**src/rtl/ccp_ctrl_wr_data_tx_if.sv**
```systemverilog
// CCP write-data channel from the ctrl side to the cache.
// The master drives the beat fields and the slave returns ready.
interface ccp_ctrl_wr_data_tx_if #(
  parameter int DATA_W      = 129,
  parameter int BYTE_EN_W   = (DATA_W - 1) / 8,
  parameter int BURST_LEN_W = 2
);
  logic                   ctrl_wr_valid;
  logic [DATA_W-1:0]      ctrl_wr_data;
  logic [BYTE_EN_W-1:0]   ctrl_wr_byte_en;
  logic [BURST_LEN_W-1:0] ctrl_wr_beat_num;
  logic                   ctrl_wr_last;
  logic                   ctrl_wr_bypass;
  logic                   cache_wr_ready;

  modport master (
    output ctrl_wr_valid, ctrl_wr_data, ctrl_wr_byte_en, ctrl_wr_beat_num,
           ctrl_wr_last, ctrl_wr_bypass,
    input  cache_wr_ready
  );

  modport slave (
    input  ctrl_wr_valid, ctrl_wr_data, ctrl_wr_byte_en, ctrl_wr_beat_num,
           ctrl_wr_last, ctrl_wr_bypass,
    output cache_wr_ready
  );
endinterface

```
**src/rtl/ccp_ctrl_wr_data_tx.sv**
```systemverilog
// Ctrl-side transmitter of the CCP write-data channel.
// Each p2 op that needs write data leaves a descriptor in a small FIFO; the
// head descriptor steers how upstream beats are numbered, masked and flagged
// as they are moved into the registered output stage towards the cache.
module ccp_ctrl_wr_data_tx #(
  parameter int DATA_W         = 129,
  parameter int BYTE_EN_W      = (DATA_W - 1) / 8,
  parameter int BURST_LEN_W    = 2,
  parameter int CMD_FIFO_DEPTH = 4
) (
  input  logic                   clk,
  input  logic                   reset_n,
  input  logic                   op_push,
  input  logic [BURST_LEN_W-1:0] op_burst_len,
  input  logic [BURST_LEN_W-1:0] op_start_beat,
  input  logic                   op_full,
  input  logic                   op_pure_bypass,
  output logic                   op_fifo_full,
  output logic                   op_overflow_err,
  input  logic                   src_valid,
  input  logic [DATA_W-1:0]      src_data,
  input  logic [BYTE_EN_W-1:0]   src_byte_en,
  output logic                   src_ready,
  ccp_ctrl_wr_data_tx_if.master  wr,
  output logic                   idle
);

  localparam int PTR_W = $clog2(CMD_FIFO_DEPTH);
  localparam int CNT_W = PTR_W + 1;

  typedef struct packed {
    logic [BURST_LEN_W-1:0] burst_len;
    logic [BURST_LEN_W-1:0] start_beat;
    logic                   full;
    logic                   pure_bypass;
  } cmd_t;

  typedef enum logic {
    IDLE,
    SEND
  } state_t;

  cmd_t                   fifo_mem [CMD_FIFO_DEPTH];
  logic [PTR_W-1:0]       wr_ptr;
  logic [PTR_W-1:0]       rd_ptr;
  logic [CNT_W-1:0]       count;
  logic [CNT_W-1:0]       count_next;
  logic [BURST_LEN_W-1:0] cnt;
  cmd_t                   head;
  cmd_t                   push_cmd;
  state_t                 state;
  state_t                 state_next;
  logic                   out_free;
  logic                   load;
  logic                   is_last;
  logic                   pop;
  logic                   push_en;

  assign head     = fifo_mem[rd_ptr];
  assign push_cmd = '{burst_len: op_burst_len, start_beat: op_start_beat,
                      full: op_full, pure_bypass: op_pure_bypass};

  assign op_fifo_full = (count == CNT_W'(CMD_FIFO_DEPTH));
  assign idle         = (count == '0) && !wr.ctrl_wr_valid;

  // A full FIFO still takes a push when the head retires in the same cycle.
  always_comb begin
    pop        = load && is_last;
    push_en    = op_push && (!op_fifo_full || pop);
    count_next = count + CNT_W'(push_en) - CNT_W'(pop);
  end

  // Descriptor storage and pointers; the head only changes after an edge.
  always_ff @(posedge clk or negedge reset_n) begin
    if (!reset_n) begin
      wr_ptr <= '0;
      rd_ptr <= '0;
      count  <= '0;
      for (int i = 0; i < CMD_FIFO_DEPTH; i++) fifo_mem[i] <= '0;
    end else begin
      if (push_en) begin
        fifo_mem[wr_ptr] <= push_cmd;
        wr_ptr           <= wr_ptr + PTR_W'(1);
      end
      if (pop) rd_ptr <= rd_ptr + PTR_W'(1);
      count <= count_next;
    end
  end

  // Sticky flag for descriptors lost to a full FIFO.
  always_ff @(posedge clk or negedge reset_n) begin
    if (!reset_n)                         op_overflow_err <= 1'b0;
    else if (op_push && op_fifo_full && !pop) op_overflow_err <= 1'b1;
  end

  // FSM state register.
  always_ff @(posedge clk or negedge reset_n) begin
    if (!reset_n) state <= IDLE;
    else          state <= state_next;
  end

  // Stay in SEND while any descriptor is left after this cycle's push/pop.
  always_comb begin
    state_next = state;
    case (state)
      IDLE: if (count_next != '0) state_next = SEND;
      SEND: if (count_next == '0) state_next = IDLE;
      default: state_next = IDLE;
    endcase
  end

  // FSM outputs: accept upstream beats only when the output stage can take one.
  always_comb begin
    out_free  = !wr.ctrl_wr_valid || wr.cache_wr_ready;
    src_ready = (state == SEND) && out_free;
    load      = src_valid && src_ready;
    is_last   = (cnt == head.burst_len);
  end

  // Beat counter within the current burst, restarted when the last beat loads.
  always_ff @(posedge clk or negedge reset_n) begin
    if (!reset_n)   cnt <= '0;
    else if (load)  cnt <= is_last ? '0 : cnt + BURST_LEN_W'(1);
  end

  // Output stage: holds the beat until the cache takes it.
  always_ff @(posedge clk or negedge reset_n) begin
    if (!reset_n) begin
      wr.ctrl_wr_valid    <= 1'b0;
      wr.ctrl_wr_data     <= '0;
      wr.ctrl_wr_byte_en  <= '0;
      wr.ctrl_wr_beat_num <= '0;
      wr.ctrl_wr_last     <= 1'b0;
      wr.ctrl_wr_bypass   <= 1'b0;
    end else if (load) begin
      wr.ctrl_wr_valid    <= 1'b1;
      wr.ctrl_wr_data     <= src_data;
      wr.ctrl_wr_byte_en  <= head.full ? '1 : src_byte_en;
      wr.ctrl_wr_beat_num <= head.start_beat + cnt;
      wr.ctrl_wr_last     <= is_last;
      wr.ctrl_wr_bypass   <= head.pure_bypass;
    end else if (wr.cache_wr_ready) begin
      wr.ctrl_wr_valid    <= 1'b0;
    end
  end

endmodule

```
**src/flat_wrapper.sv**
```systemverilog
// flat-port wrapper written by rule: the top's interface ports become plain ports
module ccp_ctrl_wr_data_tx_flat 
#(
  parameter int DATA_W         = 129,
  parameter int BYTE_EN_W      = (DATA_W - 1) / 8,
  parameter int BURST_LEN_W    = 2,
  parameter int CMD_FIFO_DEPTH = 4
)
  (clk, reset_n, op_push, op_burst_len, op_start_beat, op_full, op_pure_bypass, op_fifo_full, op_overflow_err, src_valid, src_data, src_byte_en, src_ready, idle, wr_ctrl_wr_valid, wr_ctrl_wr_data, wr_ctrl_wr_byte_en, wr_ctrl_wr_beat_num, wr_ctrl_wr_last, wr_ctrl_wr_bypass, wr_cache_wr_ready);
  ccp_ctrl_wr_data_tx_if #(.DATA_W(DATA_W), .BYTE_EN_W(BYTE_EN_W), .BURST_LEN_W(BURST_LEN_W)) wr_i ();
  input  logic clk;
  input  logic reset_n;
  input  logic op_push;
  input  logic [BURST_LEN_W-1:0] op_burst_len;
  input  logic [BURST_LEN_W-1:0] op_start_beat;
  input  logic op_full;
  input  logic op_pure_bypass;
  output logic op_fifo_full;
  output logic op_overflow_err;
  input  logic src_valid;
  input  logic [DATA_W-1:0] src_data;
  input  logic [BYTE_EN_W-1:0] src_byte_en;
  output logic src_ready;
  output logic idle;
  output wire logic [$bits(wr_i.ctrl_wr_valid)-1:0] wr_ctrl_wr_valid;
  output wire logic [$bits(wr_i.ctrl_wr_data)-1:0] wr_ctrl_wr_data;
  output wire logic [$bits(wr_i.ctrl_wr_byte_en)-1:0] wr_ctrl_wr_byte_en;
  output wire logic [$bits(wr_i.ctrl_wr_beat_num)-1:0] wr_ctrl_wr_beat_num;
  output wire logic [$bits(wr_i.ctrl_wr_last)-1:0] wr_ctrl_wr_last;
  output wire logic [$bits(wr_i.ctrl_wr_bypass)-1:0] wr_ctrl_wr_bypass;
  input wire logic [$bits(wr_i.cache_wr_ready)-1:0] wr_cache_wr_ready;
  assign wr_ctrl_wr_valid = wr_i.ctrl_wr_valid;
  assign wr_ctrl_wr_data = wr_i.ctrl_wr_data;
  assign wr_ctrl_wr_byte_en = wr_i.ctrl_wr_byte_en;
  assign wr_ctrl_wr_beat_num = wr_i.ctrl_wr_beat_num;
  assign wr_ctrl_wr_last = wr_i.ctrl_wr_last;
  assign wr_ctrl_wr_bypass = wr_i.ctrl_wr_bypass;
  assign wr_i.cache_wr_ready = wr_cache_wr_ready;
  ccp_ctrl_wr_data_tx #(.DATA_W(DATA_W), .BYTE_EN_W(BYTE_EN_W), .BURST_LEN_W(BURST_LEN_W), .CMD_FIFO_DEPTH(CMD_FIFO_DEPTH)) u_core (.clk(clk), .reset_n(reset_n), .op_push(op_push), .op_burst_len(op_burst_len), .op_start_beat(op_start_beat), .op_full(op_full), .op_pure_bypass(op_pure_bypass), .op_fifo_full(op_fifo_full), .op_overflow_err(op_overflow_err), .src_valid(src_valid), .src_data(src_data), .src_byte_en(src_byte_en), .src_ready(src_ready), .wr(wr_i), .idle(idle));
endmodule
```
**config.mk**
```make
export PLATFORM = sky130hd
export DESIGN_NAME = ccp_ctrl_wr_data_tx_flat
export DESIGN_NICKNAME = d
export VERILOG_FILES = /design/src/rtl/ccp_ctrl_wr_data_tx_if.sv /design/src/rtl/ccp_ctrl_wr_data_tx.sv /design/src/flat_wrapper.sv
export SDC_FILE = /design/constraint.sdc
export NUM_CORES = 1
export LEC_CHECK = 0
export CELL_PAD_IN_SITES_DETAIL_PLACEMENT = 1
export CELL_PAD_IN_SITES_GLOBAL_PLACEMENT = 1
export CORE_MARGIN = 2
export CORE_UTILIZATION = 28
export CTS_BUF_LIST = sky130_fd_sc_hd__clkbuf_4 sky130_fd_sc_hd__clkbuf_8 sky130_fd_sc_hd__clkbuf_16
export DETAILED_ROUTE_END_ITERATION = 6
export PLACE_DENSITY = 0.81
export RECOVER_POWER = 100
export SLEW_MARGIN = 15
export SYNTH_ARGS = -nofsm -noshare
export SYNTH_HDL_FRONTEND = slang
export SYNTH_SLANG_ARGS = --single-unit
```
**constraint.sdc**
```tcl
create_clock -name clk -period 3.1 [get_ports clk]
set_clock_uncertainty 0.2 [all_clocks]
set_input_delay 0.62 -clock clk [delete_from_list [all_inputs] [get_ports clk]]
set_output_delay 0.62 -clock clk [all_outputs]
set_load 0.01 [all_outputs]
```
# [Word level (Yosys, flattened, before mapping)]
# Cells that the tools add are included.
[word_totals] regBits=185 latchBits=0 ram_bits=0 romBits=0 in_bits=156 output_inout_bits=154 word_cells=72 mem_count=0
[classes] n_addsub=6 mul=0 n_div=0 n_lt_le_gt_ge=3 eq_ne=2 shifts=0 n_mux=13 n_bitwise=3 reduce_logical=17
[ops] cell="24-bit bitwise mux" count=1
[ops] cell="6-bit 2-to-1 mux" count=3
[ops] cell="16-bit 2-to-1 mux" count=1
[ops] cell="6-bit binary-select mux with 2-bit select" count=1
[ops] cell="6-bit demux with 2-bit select" count=1
[ops] cell="1-bit logical AND" count=8
[ops] cell="2-bit by 1-bit adder with 2-bit output, second input constant" count=3
[ops] cell="3-bit >= comparator, second input constant" count=2
[ops] cell="3-bit zero test" count=2
[ops] cell="2-bit NOT with 3-bit output" count=2
[ops] cell="1-bit 2-to-1 mux" count=4
[ops] cell="3-bit by 1-bit adder with 3-bit output" count=1
[ops] cell="3-bit == test, second input constant" count=1
[ops] cell="1-bit zero test" count=3
[ops] cell="3-bit by 1-bit less-than comparator with 1-bit output, second input constant" count=1
[ops] cell="3-bit nonzero test" count=1
[ops] cell="3-bit by 1-bit subtractor with 3-bit output" count=1
[ops] cell="2-bit adder" count=1
[ops] cell="2-bit == test" count=1
[ops] cell="1-bit logical OR" count=2
[ops] cell="2-bit 2-to-1 mux" count=1
[ops] cell="1-bit case mux with 2 select lines" count=1
[ops] cell="2-bit nonzero test" count=1
[ops] cell="1-bit NOT" count=1

# [Logic depth before layout (Yosys ltp)]
[logic_depth] depth_word=13 ltp_mapped=11 mapped_depth_nobuf=10

# [Worst setup path before layout]
# No wires, ideal clock.
[synth_timing] kind="flip-flop to flip-flop" from="reg u_core.rd_ptr[0]" to="reg u_core.state" setup_time_ns=0.131 arrival_ns=2.774 required_time_ns=2.769 setup_slack_ns=-0.005 stages_incl_launch_ff=12 path_buffers=1 period_less_slack_ns=3.105 path_cell_list="dfrtp_1 > buf_6 > mux4_1 > xor2_1 > nor3_2 > ha_1 > inv_1 > ha_1 > fa_1 > xnor2_1 > xnor2_1 > or3_1"
[synth_via] elab_chain_len=13 word_cells_on_any_way=15 classes_between="add/sub (2); eq/ne (1); mux (6); bitwise (1); reduce/logical (5)"
[synth_rtl] item="start, declared" line="ccp_ctrl_wr_data_tx.sv:45" text="logic [PTR_W-1:0] rd_ptr;"
[synth_rtl] item="start signal, assigned" line="ccp_ctrl_wr_data_tx.sv:85" text="if (pop) rd_ptr <= rd_ptr + PTR_W'(1);"
[synth_rtl] item="2-bit NOT with 3-bit output (not written as such) (*)" line="ccp_ctrl_wr_data_tx.sv:59" text="assign head = fifo_mem[rd_ptr];"
[synth_rtl] item="6-bit binary-select mux with 2-bit select (*)" line="ccp_ctrl_wr_data_tx.sv:59"
[synth_rtl] item="6-bit 2-to-1 mux (not written as such) (*) (2 in a row)" line="ccp_ctrl_wr_data_tx.sv:59"
[synth_rtl] item="2-bit == test (*)" line="ccp_ctrl_wr_data_tx.sv:117" text="is_last = (cnt == head.burst_len);"
[synth_rtl] item="1-bit logical AND (*)" line="ccp_ctrl_wr_data_tx.sv:68" text="pop = load && is_last;"
[synth_rtl] item="named net u_core.pop" line="ccp_ctrl_wr_data_tx.sv:56" text="logic pop;"
[synth_rtl] item="1-bit logical OR" line="ccp_ctrl_wr_data_tx.sv:69" text="push_en = op_push && (!op_fifo_full || pop);"
[synth_rtl] item="1-bit logical AND" line="ccp_ctrl_wr_data_tx.sv:69"
[synth_rtl] item="3-bit by 1-bit adder with 3-bit output" line="ccp_ctrl_wr_data_tx.sv:70" text="count_next = count + CNT_W'(push_en) - CNT_W'(pop);"
[synth_rtl] item="3-bit by 1-bit subtractor with 3-bit output (*)" line="ccp_ctrl_wr_data_tx.sv:70"
[synth_rtl] item="named net u_core.count_next[2]" line="ccp_ctrl_wr_data_tx.sv:47" text="logic [CNT_W-1:0] count_next;"
[synth_rtl] item="3-bit zero test or 3-bit nonzero test (tied branches)" line="ccp_ctrl_wr_data_tx.sv:107, ccp_ctrl_wr_data_tx.sv:106"
[synth_rtl] item="1-bit 2-to-1 mux (on tied branches)" line="ccp_ctrl_wr_data_tx.sv:107, ccp_ctrl_wr_data_tx.sv:106"
[synth_rtl] item="1-bit case mux with 2 select lines (*)" line="ccp_ctrl_wr_data_tx.sv:105" text="case (state)"
[synth_rtl] item="named net u_core.state_next" line="ccp_ctrl_wr_data_tx.sv:52" text="state_t state_next;"
[synth_rtl] item="end signal, assigned" line="ccp_ctrl_wr_data_tx.sv:99" text="else state <= state_next;"
[synth_rtl] item="end, declared" line="ccp_ctrl_wr_data_tx.sv:51" text="state_t state;"
# The timed path passes the listed nets; every way through them passes the cells marked *. The select of a mux whose other input is x is not followed.
# A chain may end at the register's enable or synchronous reset.

# [Worst setup path in the final report]
# Ends and elaborated chain as after synthesis.

==> run metrics <==
GP Congestion approximately 0.75; leakage component of the power ~0.0055 µW; fin crit share 97.36%; gr usage total 17.18%; number of global-route vias before repair between 6000 and 7000; area delta synth->final 56.97%; most frequent cells in the layout nand2_1 (433), clkdlybuf4s50_1 (308), dfrtp_1 (185), mux2_2 (25); hold endpoint u_core.wr.ctrl_wr_byte_en[2]; initial antenna violation count 0; Clock Sinks 185; kind of end point of the critical path register; Max-cap violations 0; critical-path cell list mux4_2 -> xor2_2 -> nor3_2 -> ha_1 -> inv_2 -> ha_4 -> fa_2 -> xnor2_2 -> xnor2_1 -> or3_1; core box area 25910 µm²; Synth warnings 0; wirelength, routed between 20 and 25 mm; Hold Path Class reg2reg; Hold Vio Cnt, Final 0; largest net degree at the start of global routing 90; critical path fanouts, max 3; nets@finish 1219; Chip Width between 150 and 200 µm; n_diodes 0; R2R Path Start u_core.rd_ptr[0]; routed vias about 6200; Req. time, crit path 3.20 ns; clock transition at the registers of the reported paths 0.08 ns; slowest stage delay, CP 0.56 ns; status finished clean; first-pass GRT wire length 37.72 mm; hold slack 0.2689 ns; peak supply drop 0.3196 mV; Buf/Inv on CP 1; share of cells above drive strength 1 8.708%; clk root buf clkbuf_16; Least-Margin Pin Slew 0.9694 ns; Top Ports 310; Crit. path cell count 10; hpwl dp about 17 mm; Crit Path Category reg2reg; die area 27530 µm²; Seq cells post-synth between 150 and 200; DRC viols 0; fin crit period 3.018 ns; Initial Util 28.34%; Mapped Nets around 900; die height ~170 µm; TNS Setup 0 ns; post-CTS setup buffer count 0; Hold Path Stages 2; hold path start u_core.wr.ctrl_wr_byte_en[2]; worst skew pair latency about 0.42 ns; mapped cell area 7342 µm²; R2R Path End u_core.state; cts bufs inserted 17; 1st-pass router iterations 4; reg-to-reg setup timing slack 0.08 ns; post-synthesis cell type count 28; unrepaired setup endpoints after global routing true; Syn Area/Cell 9.855 µm²; slowest CP cell mux4_2; residual overflow from global routing 0; Final Setup Violations 0; Slew Limit Fails 0; commonest non-fill, non-tap cell in the layout nand2_1; DR iter-0 viols roughly 220; WP data arrival 3.12 ns; CP Launch Type register; relative slew slack 35.38%; Top delay family on crit path adder cells; placed instance count 1370; antenna viol nets, final 0; Routed WL per cell 16.50 µm; Mapped Cells around 750; Cell Rows between 50 and 60; Seq/Total Area, Yosys between 60% and 70%; PwrDens ~870 nW/µm²; final cell count without fillers around 1400; H-tree depth 4; Reg2Reg Depth 10; Port Buf Inserts 309; fmax roughly 0.33 GHz; DR vias/cell between 4 and 5; TritonCTS clock tree built; Max Buffers Root-to-Sink 2
## report_power, final
part | switching, µW | leakage (µW) | internal (µW)
clock network | 1050 | 0.000280 | 1090
registers | 509 | 0.00225 | 3290
logic | 1910 | 0.00294 | 2190
total | 3470 | 0.00547 | 6570
## stage by stage
stage / utilization (%) / instance area (µm²) / worst slack, ns / power [µW]
CTS: 44.33 / 11490 / 0.004893 / 10130
global route: 44.48 / 11520 / -0.05735 / 10710
finish: 44.48 / 11520 / 0.08179 / 10040
global placement: 42.10 / 10910 / -0.1078 / 7734
floorplan: - / 7338 / 0.02712 / 5616
detailed placement: 42.10 / 10910 / -0.2453 / 7925
## cell families (layout without fill, tap and decap cells)
family          count (synthesis)  count (layout)  synth area share (%)
xor+xnor                       11              11                 1.312
mux                            31              31                 5.931
simple gates                  448             448                 24.23
buf+inv                        42             365                 2.386
compound gates                 20              20                 1.619
fa+ha+maj                       8               8                 1.466
flops                         185             185                 63.05
## worst max-delay path by stage
| stage | start | endpoint | slack (ns) |
|---|---|---|---|
| final | u_core.rd_ptr[0] | u_core.state | 0.08 |
| after global routing | u_core.rd_ptr[0] | u_core.state | -0.06 |
| after CTS | u_core.rd_ptr[0] | u_core.state | 0.005 |
| after detailed placement | wr_cache_wr_ready | u_core.state | -0.25 |
| after global placement | wr_cache_wr_ready | u_core.state | -0.11 |
| after floorplan | u_core.rd_ptr[0] | u_core.state | 0.03 |
## worst reg2reg max path, delay by kind of cell, from the launching register on
family        cells  cell delay (ns)
buf+inv           1             0.05
flops             1             0.41
mux               1             0.56
fa+ha+maj         3             0.80
simple gates      2             0.38
xor+xnor          3             0.49
## registers in the layout, summed over array words and instances, names as in the netlist
| register | flops |
|---|---|
| u_core.wr.ctrl_wr_valid | 1 |
| u_core.cnt | 2 |
| u_core.wr.ctrl_wr_data | 129 |
| u_core.op_overflow_err | 1 |
| u_core.wr.ctrl_wr_beat_num | 2 |
| u_core.count | 3 |
| u_core.wr.ctrl_wr_byte_en | 16 |
| u_core.fifo_mem | 24 |
| u_core.wr.ctrl_wr_last | 1 |
| u_core.wr_ptr | 2 |
| u_core.state | 1 |
| u_core.wr.ctrl_wr_bypass | 1 |
| u_core.rd_ptr | 2 |
## synthesized netlist by cell type
master,number,area (µm²)
buf_6,1,11.26
and2_1,1,6.260
and3_1,2,12.51
mux4_2,1,22.52
a21o_1,1,7.510
xnor2_1,6,52.55
nor2_8,4,80.08
buf_1,2,7.510
mux4_1,5,131.4
or3_1,1,6.260
a21o_2,1,8.760
nand2b_1,1,6.260
nand2_1,433,1625
clkbuf_1,32,120.1
nor2_1,2,7.510
fa_1,1,20.02
mux2_2,25,281.5
nor2b_4,1,13.76
xor2_1,5,43.79
ha_1,7,87.58
o31a_4,1,17.52
nand3_1,1,5.000
dfrtp_1,185,4629
clkbuf_8,1,13.76
inv_1,6,22.52
nor3_2,1,10.01
o21ai_0,17,85.08
nor4_1,1,6.260
## timing repair
item | 4_1_cts | 5_1_grt
endpoints found under the setup margin | 0 | 1
hold buffers | 1 | 0
gates resized for setup | 0 | 7
endpoints found under the hold margin | 32 | 0
## routing by layer
layer | track usage (%) | vias to the layer above | routed length, µm
li1 | - | 2926 | -
met1 | 20.52 | 3090 | 9393
met3 | 5.124 | 37 | 1335
met2 | 29.46 | 191 | 11760
met4 | 6.087 | 0 | 664
met5 | 0 | - | 0
## layout make-up
cell class	instances	area [µm²]
inverter	6	22.52
fill	2908	14390
tap	335	419.2
clock inverter	14	128.9
multi-input combinational	518	2589
clock buffer	18	439.2
sequential	185	4629
timing repair buffer	327	3297
(Power assumes the default switching activity.)
